`config.mk`:
```
export PLATFORM = sky130hd
export DESIGN_NAME = fetch_ctrl
export DESIGN_NICKNAME = d
export VERILOG_FILES = /design/src/rtl/fetch_pkg.sv /design/src/rtl/npc_calc.sv /design/src/rtl/fetch_ctrl.sv
export SDC_FILE = /design/constraint.sdc
export NUM_CORES = 1
export LEC_CHECK = 0
export ABC_AREA = 1
export CORE_UTILIZATION = 44
export DETAILED_ROUTE_END_ITERATION = 8
export HOLD_SLACK_MARGIN = 0.05
export PLACE_DENSITY = 0.78
export SYNTH_ARGS = -nofsm -noshare
export SYNTH_HDL_FRONTEND = slang
export SYNTH_SLANG_ARGS = --single-unit
```
`constraint.sdc`:
```
create_clock -name clk -period 2.25 [get_ports clk]
set_input_delay 0.225 -clock clk [delete_from_list [all_inputs] [get_ports clk]]
set_output_delay 0.225 -clock clk [all_outputs]
set_load 0.01 [all_outputs]
```
`src/rtl/fetch_pkg.sv`:
```
// rtl/fetch_pkg.sv - shared next-PC encodings, reset PC and fetch FSM states
package fetch_pkg;

  localparam logic [1:0] NPC_PC4 = 2'b00;
  localparam logic [1:0] NPC_BR  = 2'b01;
  localparam logic [1:0] NPC_J   = 2'b10;
  localparam logic [1:0] NPC_JR  = 2'b11;

  localparam logic [31:0] FETCH_RESET_PC = 32'h0000_3000;
  localparam int          FETCH_IM_AW    = 10;

  typedef enum logic {
    RUN,
    PEND
  } fetch_state_e;

endpackage

```
`src/rtl/npc_calc.sv`:
```
// rtl/npc_calc.sv - combinational redirect decision and target from D-stage branch/jump info
module npc_calc
  import fetch_pkg::*;
(
  input  logic [1:0]  npc_op,
  input  logic [31:0] d_pc,
  input  logic [25:0] d_imm26,
  input  logic [31:0] d_rs_val,
  input  logic        d_cmp_true,
  output logic        redirect,
  output logic [31:0] target
);

  logic [31:0] w_br_tgt;

  assign w_br_tgt = d_pc + 32'd4 + {{14{d_imm26[15]}}, d_imm26[15:0], 2'b00};

  always_comb begin
    redirect = 1'b0;
    target   = w_br_tgt;
    case (npc_op)
      NPC_BR: redirect = d_cmp_true;
      NPC_J: begin
        redirect = 1'b1;
        target   = {d_pc[31:28], d_imm26, 2'b00};
      end
      NPC_JR: begin
        redirect = 1'b1;
        target   = d_rs_val;
      end
      default: redirect = 1'b0;
    endcase
  end

endmodule

```
`src/rtl/fetch_ctrl.sv`:
```
// rtl/fetch_ctrl.sv - PC, F/D register and stall-tolerant redirect FSM
// Optional FETCH_ADEL_CHECK_EN adds fd_exc and replaces misaligned/out-of-ROM fetches by a nop.
module fetch_ctrl
  import fetch_pkg::*;
#(
  parameter logic [31:0] RESET_PC = FETCH_RESET_PC
`ifdef FETCH_ADEL_CHECK_EN
  , parameter int IM_AW = FETCH_IM_AW
`endif
) (
  input  logic        clk,
  input  logic        reset,
  input  logic        stall,
  input  logic [1:0]  npc_op,
  input  logic [31:0] d_pc,
  input  logic [25:0] d_imm26,
  input  logic [31:0] d_rs_val,
  input  logic        d_cmp_true,
  output logic [31:0] im_addr,
  input  logic [31:0] im_instr,
  output logic [31:0] fd_instr,
  output logic [31:0] fd_pc,
  output logic [31:0] fd_pc8,
`ifdef FETCH_ADEL_CHECK_EN
  output logic        fd_exc,
`endif
  output logic        fd_valid
);

  fetch_state_e r_state, w_state_nxt;
  logic [31:0]  r_pc, w_pc_nxt;
  logic [31:0]  r_pend_tgt, w_pend_nxt;
  logic [31:0]  r_fd_instr, r_fd_pc;
  logic         r_fd_valid;
  logic         w_redirect;
  logic [31:0]  w_target;
  logic [31:0]  w_fd_word;

  npc_calc u_npc_calc (
    .npc_op     (npc_op),
    .d_pc       (d_pc),
    .d_imm26    (d_imm26),
    .d_rs_val   (d_rs_val),
    .d_cmp_true (d_cmp_true),
    .redirect   (w_redirect),
    .target     (w_target)
  );

  // A live redirect always wins over a held one; a stall only parks the newest target.
  always_comb begin
    w_state_nxt = r_state;
    w_pc_nxt    = r_pc;
    w_pend_nxt  = r_pend_tgt;
    if (stall) begin
      if (w_redirect) begin
        w_pend_nxt  = w_target;
        w_state_nxt = PEND;
      end
    end else if (w_redirect) begin
      w_pc_nxt    = w_target;
      w_state_nxt = RUN;
    end else if (r_state == PEND) begin
      w_pc_nxt    = r_pend_tgt;
      w_state_nxt = RUN;
    end else begin
      w_pc_nxt = r_pc + 32'd4;
    end
  end

`ifdef FETCH_ADEL_CHECK_EN
  localparam logic [32:0] ROM_END = {1'b0, RESET_PC} + (33'd4 << IM_AW);

  logic w_adel;
  logic r_fd_exc;

  assign w_adel    = (r_pc[1:0] != 2'b00) || (r_pc < RESET_PC) || ({1'b0, r_pc} >= ROM_END);
  assign w_fd_word = w_adel ? 32'd0 : im_instr;
  assign fd_exc    = r_fd_exc;

  always_ff @(posedge clk) begin
    if (reset) begin
      r_fd_exc <= 1'b0;
    end else if (!stall) begin
      r_fd_exc <= w_adel;
    end
  end
`else
  assign w_fd_word = im_instr;
`endif

  always_ff @(posedge clk) begin
    if (reset) begin
      r_state    <= RUN;
      r_pc       <= RESET_PC;
      r_pend_tgt <= 32'd0;
      r_fd_instr <= 32'd0;
      r_fd_pc    <= 32'd0;
      r_fd_valid <= 1'b0;
    end else begin
      r_state    <= w_state_nxt;
      r_pc       <= w_pc_nxt;
      r_pend_tgt <= w_pend_nxt;
      if (!stall) begin
        r_fd_instr <= w_fd_word;
        r_fd_pc    <= r_pc;
        r_fd_valid <= 1'b1;
      end
    end
  end

  assign im_addr  = r_pc;
  assign fd_instr = r_fd_instr;
  assign fd_pc    = r_fd_pc;
  assign fd_pc8   = r_fd_pc + 32'd8;
  assign fd_valid = r_fd_valid;

endmodule

```
==> results_dict.tcl, run 1 <==
set metrics [dict create \
    outcome "finished, violations left" \
    violations "setup timing" \
    hp-class "in -> reg" \
    drv_cap 0 \
    cts.sinks 130 \
    core_um2 19700 \
    crit_chain "ha_4 -> nand2_4 -> nor3_4 -> nand2_2 -> nor2_4 -> nand2_2 -> nor3_4 -> nand3_4 -> nor2_4 -> nand2_1 -> xor2_1 -> buf_2" \
    p_total_mw 8.20 \
    hold_viol 0 \
    yosysSeqAreaShare_pct 29.0 \
    grt_pass1_vias 9824 \
    p_leak_nw 6.84 \
    first_pass_iters 5 \
    synth_top_area_share_pct 29.0 \
    cp_top_family "simple AND/OR/NAND/NOR gates" \
    arrival_ns 2.34 \
    crit_required_ns 2.03 \
    syn_area_um2 8960 \
    syn_avg_cell_area_um2 6.59 \
    clk_pin_slew_ns 0.06 \
    start_kind "flop" \
    antenna_found_initial 0 \
    path_max_fanout 3 \
    num_rows 51 \
    vias 10700 \
    cts_buffer_depth 2 \
    htreeDepth 4 \
    synth_most_common_cell "nand2_1" \
    syn_to_final_growth_pct 63.4 \
    slowest_stage "dfxtp_2" \
    post-route-util_pct 74.2 \
    wire_per_inst_um 16.6 \
    pre_cts_slack_ns -0.609 \
    fin_crit_sh_pct 114 \
    nets 1929 \
    fillers 1427 \
    worst_slack_ns -0.315 \
    stdcell_count 2019 \
    rsz0062_at_grt "true" \
    synthTopCellsByArea "dfxtp_1, nand2_1, inv_1" \
    slew_viol_final 0 \
    synth.top_cells.by_count "nand2_1, inv_1, dfxtp_1" \
    grt_pass1_wl_mm 49.0 \
    drt_iter0_drc 812 \
    drt-total-wl_mm 33.4 \
    synth_top_cell_by_area "dfxtp_1" \
    stdcell_area_um2 14600 \
    dieArea_um2 20900 \
    finalClockSkew_ns 0.00781 \
    yosys_most_used_dff "dfxtp_1" \
    ir_drop_v 0.000538 \
    ant_nets 0 \
    remaining_drc_errors 0 \
    holdBufCountCts 0 \
    synthCells 1359 \
    grt_max_degree 52 \
    synth_edf_count 0 \
    post-place-cells 1971 \
    start_util_pct 45.5 \
    min_period_ns 2.56 \
    cp_slowest_stage_delay_ns 0.35 \
    drive_gt1_share_pct 22.2 \
    slew_headroom_pct 50.2 \
    worst_pin_slew_ns 0.746 \
    cts_tree "built" \
    hpwlAfterDp_mm 24.5 \
    setup_viol 12 \
    ys_ff_latch 130 \
    ys.warnings.count 0 \
    cts_buffers 17 \
    path_buf_inv 1 \
    tns_ns -2.04 \
    path_class "reg -> out" \
    via_per_inst 5.30 \
    cts_root_buf "clkbuf_16" \
    ys_async_sr_fraction_pct 0 \
    ioPinCount 257 \
    fmax_ghz 0.390 \
    synth.distinct_cells 43 \
    powerDensity_nw_per_um2 560 \
    die_x_um 145 \
    io_buffers 256 \
    gr-usage-all-layers_pct 30.1 \
    overflow 0 \
    synth_fp_nets 1547 \
    whs_ns 0.347 \
    endpoint_kind "output pin" \
    place_congestion 0.953 \
    place_area_um2 12800 \
    die_h_um 145 \
    clock_latency_ns 0.42 \
]
[cells in the final DEF (no fill, tap or decap), drive strengths merged, types with 9 or more instances in the layout]
master	instances
nand4	12
o22ai	21
xor2	47
dfxtp	130
nor3	20
nand2	359
inv	216
clkbuf	21
o21ai	94
buf	165
dlymetal6s2s	23
a22oi	9
a22o	52
nor2	108
a21oi	70
a31oi	9
clkdlybuf4s50	209
nand3	70
ha	59
[area by class of cell]
| type | count | area [um2] | share of cell area, % |
|---|---|---|---|
| multi-input cells | 968 | 6530 | 44.6 |
| inverters | 214 | 803 | 5.49 |
| clock buffers | 17 | 425 | 2.91 |
| flip-flops and latches | 130 | 2610 | 17.8 |
| repair buffers | 410 | 3760 | 25.7 |
| diodes | 1 | 2.50 | 0.0171 |
| well taps | 265 | 332 | 2.26 |
| clock inverters | 14 | 180 | 1.23 |
[tightest hold or removal path: stages]
cell	delay [ns]
dlymetal6s2s_1	0.14
nand2_1	0.07
nand3_1	0.15
o21ai_0	0.10
inv_1	0.05
[logic make-up (layout without fill, tap and decap cells)]
kind of cell / count (synthesis) / count (layout) / share of synthesized area [%]
AOI/OAI and AO/OA: 275 / 275 / 18.8
xor gates and xnor gates: 52 / 52 / 5.08
buffers and inverters: 261 / 655 / 11.1
adders and majority gates: 60 / 60 / 8.46
other: 0 / 1 / 0
and+or+nand+nor: 581 / 581 / 27.5
DFF: 130 / 130 / 29.0
[timing repair]
item                                    CTS  global route
endpoints found under the setup margin   60            65
buffers inserted                          6            10
gates cloned                              1             0
resized for setup                        97           200
pin swaps                                14            53
hold endpoints to repair                  0             0
[state kept, by name, indices dropped and copies added (netlist names)]
signal,flops
fd_valid,1
r_state,1
r_pend_tgt,32
fd_pc,32
fd_instr,32
im_addr,32
[power breakdown]
part	switching, mW	internal, mW	leakage [nW]
registers	0.137	2.46	1.07
logic	1.43	1.34	5.48
clock network	1.08	1.75	0.290
[per-layer routing]
metal	up-vias	global-route usage, %	share of wire, %
li1	5202	-	-
met1	4918	37.9	41
met2	483	51.8	49
met3	89	4.57	6.7
met4	0	10.5	3.3
met5	-	0	0
[worst paths after layout]
path / from / end / depth (start not counted) / slack [ns]
worst min register to register: fd_valid / fd_valid / 2 / 0.47
worst max-delay path: fd_pc[4] / fd_pc8[31] / 12 / -0.31
worst min-delay path: d_imm26[6] / r_pend_tgt[8] / 5 / 0.35
worst max register to register: im_addr[2] / im_addr[26] / 10 / 0.21
(Power assumes the default switching activity.)
==> run 2, diff against run 1 <==
--- a/config.mk
+++ b/config.mk
@@ -5,7 +5,6 @@
 export SDC_FILE = /design/constraint.sdc
 export NUM_CORES = 1
 export LEC_CHECK = 0
-export ABC_AREA = 1
 export CORE_UTILIZATION = 44
 export DETAILED_ROUTE_END_ITERATION = 8
 export HOLD_SLACK_MARGIN = 0.05
@@ -13,3 +12,4 @@
 export SYNTH_ARGS = -nofsm -noshare
 export SYNTH_HDL_FRONTEND = slang
 export SYNTH_SLANG_ARGS = --single-unit
+export TNS_END_PERCENT = 10
==> run 2 against run 1 <==
The flow still finishes with violations (setup timing). Routed wire length fell by 1.3%. Critical path depth did not move. Combinational power rose by 13%. Cell count fell by 12%. Die area fell by 0.29%. Clock power rose by 4%. Maximum frequency rose by 6.1%. Sequential power barely moved. Worst hold slack got worse by 0.20 ns. Highest routed layer unchanged.
==> results_dict.tcl, run 2 <==
set metrics [dict create \
    outcome "finished, violations left" \
    violations "setup timing" \
    syn_avg_cell_area_um2 7.96 \
    drv_cap 0 \
    clock_latency_ns 0.42 \
    synth_fp_nets 1311 \
    drive_gt1_share_pct 28.1 \
    grt_pass1_vias 9613 \
    first_pass_iters 7 \
    cts_buffer_depth 2 \
    hold_viol 0 \
    min_period_ns 2.42 \
    p_leak_nw 6.14 \
    ys.warnings.count 0 \
    ioPinCount 257 \
    synth.top_cells.by_count "nor2_1, dfxtp_1, nand2_1" \
    synth.distinct_cells 77 \
    via_per_inst 5.73 \
    slew_viol_final 0 \
    topRoutingLayerUsed "met4" \
    synth_edf_count 0 \
    post-place-cells 1735 \
    hpwlAfterDp_mm 23.2 \
    vias 10200 \
    rsz0062_at_grt "true" \
    powerDensity_nw_per_um2 591 \
    cts_buffers 17 \
    place_area_um2 13100 \
    htreeDepth 4 \
    yosys_most_used_dff "dfxtp_1" \
    slowest_stage "o311ai_0" \
    ys_ff_latch 130 \
    syn_to_final_growth_pct 63.9 \
    pre_cts_slack_ns -0.844 \
    start_util_pct 45.5 \
    syn_area_um2 8940 \
    num_rows 51 \
    remaining_drc_errors 0 \
    route.met3.wl_mm 2.81 \
    dieArea_um2 20900 \
    worst_slack_ns -0.168 \
    stdcell_area_um2 14600 \
    antenna_found_initial 0 \
    synth_most_common_cell "nor2_1" \
    most-common-layout-cells "clkdlybuf4s50_1, buf_4, nor2_1, dfxtp_1, mux2i_1" \
    wire_per_inst_um 18.5 \
    met1_length_mm 13.8 \
    seq_area_um2 2610 \
    grt_pass1_wl_mm 48.9 \
    cts_root_buf "clkbuf_16" \
    mostFrequentLayoutCell "clkdlybuf4s50_1" \
    core_um2 19700 \
    setup_viol 8 \
    die_x_um 145 \
    clk_pin_slew_ns 0.07 \
    yosysSeqAreaShare_pct 29.1 \
    gr-usage-all-layers_pct 29.7 \
    synthTopCellsByArea "dfxtp_1, mux2i_1, ha_1" \
    io_buffers 256 \
    wl_met2_mm 15.7 \
    arrival_ns 2.72 \
    synth_top_area_share_pct 29.1 \
    overflow 0 \
    ys_async_sr_fraction_pct 0 \
    start_kind "primary input" \
    drt_iter0_drc 776 \
    synthCells 1123 \
    n_antenna_cell 0 \
    grt_max_degree 57 \
    fin_crit_sh_pct 107 \
    cts.sinks 130 \
    hp-class "in -> reg" \
    fmax_ghz 0.414 \
    path_class "in -> reg" \
    path_max_fanout 4 \
    drt-total-wl_mm 33.0 \
    fillers 1404 \
    cp_slowest_stage_delay_ns 0.48 \
    stdcell_count 1785 \
    multiInputGateArea_um2 7120 \
    worst_pin_slew_ns 0.639 \
    endpoint_kind "flop" \
    post-route-util_pct 74.5 \
    crit_required_ns 2.56 \
    finalClockSkew_ns 0.0135 \
    die_h_um 145 \
    slew_headroom_pct 57.4 \
    crit_chain "dlygate4sd2_1 -> ha_4 -> ha_4 -> a21o_1 -> a31oi_2 -> o211ai_1 -> o211ai_1 -> o31a_1 -> buf_6 -> o311ai_0 -> a21oi_2 -> o221a_1" \
    synth_top_cell_by_area "dfxtp_1" \
    ir_drop_v 0.000513 \
    place_congestion 0.984 \
    nets 1696 \
    ant_nets 0 \
    cts_tree "built" \
]
[run 2: worst max-delay path, delay by kind of cell]
family | cells | cell delay (ns)
compound gates | 8 | 1.54
buf+inv | 2 | 0.41
fa+ha+maj | 2 | 0.53
[run 2: what timing repair did]
item | 4_1_cts | 5_1_grt
buffers inserted | 9 | 10
pin swaps | 33 | 66
hold buffers | 0 | 0
gates resized for setup | 159 | 131
cloned | 1 | 0
endpoints found under the setup margin | 63 | 51
[run 2: stage by stage]
step	hold WS [ns]	setup TNS, ns	power, mW
2_1_floorplan	0.369	-0.299	4.04
3_3_place_gp	0.438	-29.92	5.26
3_5_place_dp	0.444	-32.07	5.31
4_1_cts	0.140	-1.68	8.39
5_1_grt	0.146	-1.83	9.00
6_report	0.151	-0.444	8.65
[run 2: metal layers]
layer / vias to the layer above / track usage [%]
li1: 4814 / -
met5: - / 0
met3: 77 / 5.07
met2: 577 / 47.8
met1: 4754 / 40.1
met4: 0 / 9.64
[run 2: worst paths after layout]
path | slack (ns) | cells after the start | endpoint | startpoint
max | -0.17 | 12 | im_addr[29] | d_imm26[12]
min | 0.15 | 2 | fd_instr[24] | reset
max reg2reg | 0.11 | 8 | im_addr[11] | im_addr[7]
min reg2reg | 0.45 | 2 | r_pend_tgt[22] | r_pend_tgt[22]
[run 2: cell type report]
cell class                      instances  area share, %
Multi-Input combinational cell        899           48.6
Timing Repair Buffer                  440           26.4
Sequential cell                       130           17.8
Clock buffer                           19           3.09
Tap cell                              265           2.26
Clock inverter                         12           1.24
Inverter                               20          0.530
[run 2: power by group]
part	leakage (nW)	switching (mW)	internal, mW
logic	4.77	1.54	1.58
registers	1.07	0.114	2.47
clock network	0.298	1.04	1.91
total	6.14	2.69	5.96
[run 2: cell families after synthesis]
family | after synthesis | share of synthesized area [%]
AO/OA/AOI/OAI | 288 | 20.5
XOR/XNOR | 70 | 6.86
adder cells (fa/ha/maj) | 60 | 8.49
buffers and inverters | 94 | 4.20
flip-flops | 130 | 29.1
multiplexers | 102 | 11.5
AND/OR/NAND/NOR | 379 | 19.3
==> run 3, diff against run 2 <==
--- a/config.mk
+++ b/config.mk
@@ -9,6 +9,7 @@
 export DETAILED_ROUTE_END_ITERATION = 8
 export HOLD_SLACK_MARGIN = 0.05
 export PLACE_DENSITY = 0.78
+export SLEW_MARGIN = 20
 export SYNTH_ARGS = -nofsm -noshare
 export SYNTH_HDL_FRONTEND = slang
 export SYNTH_SLANG_ARGS = --single-unit
==> results of run 3 <==
The final DEF is identical to that of run 2; final timing and power are the same.
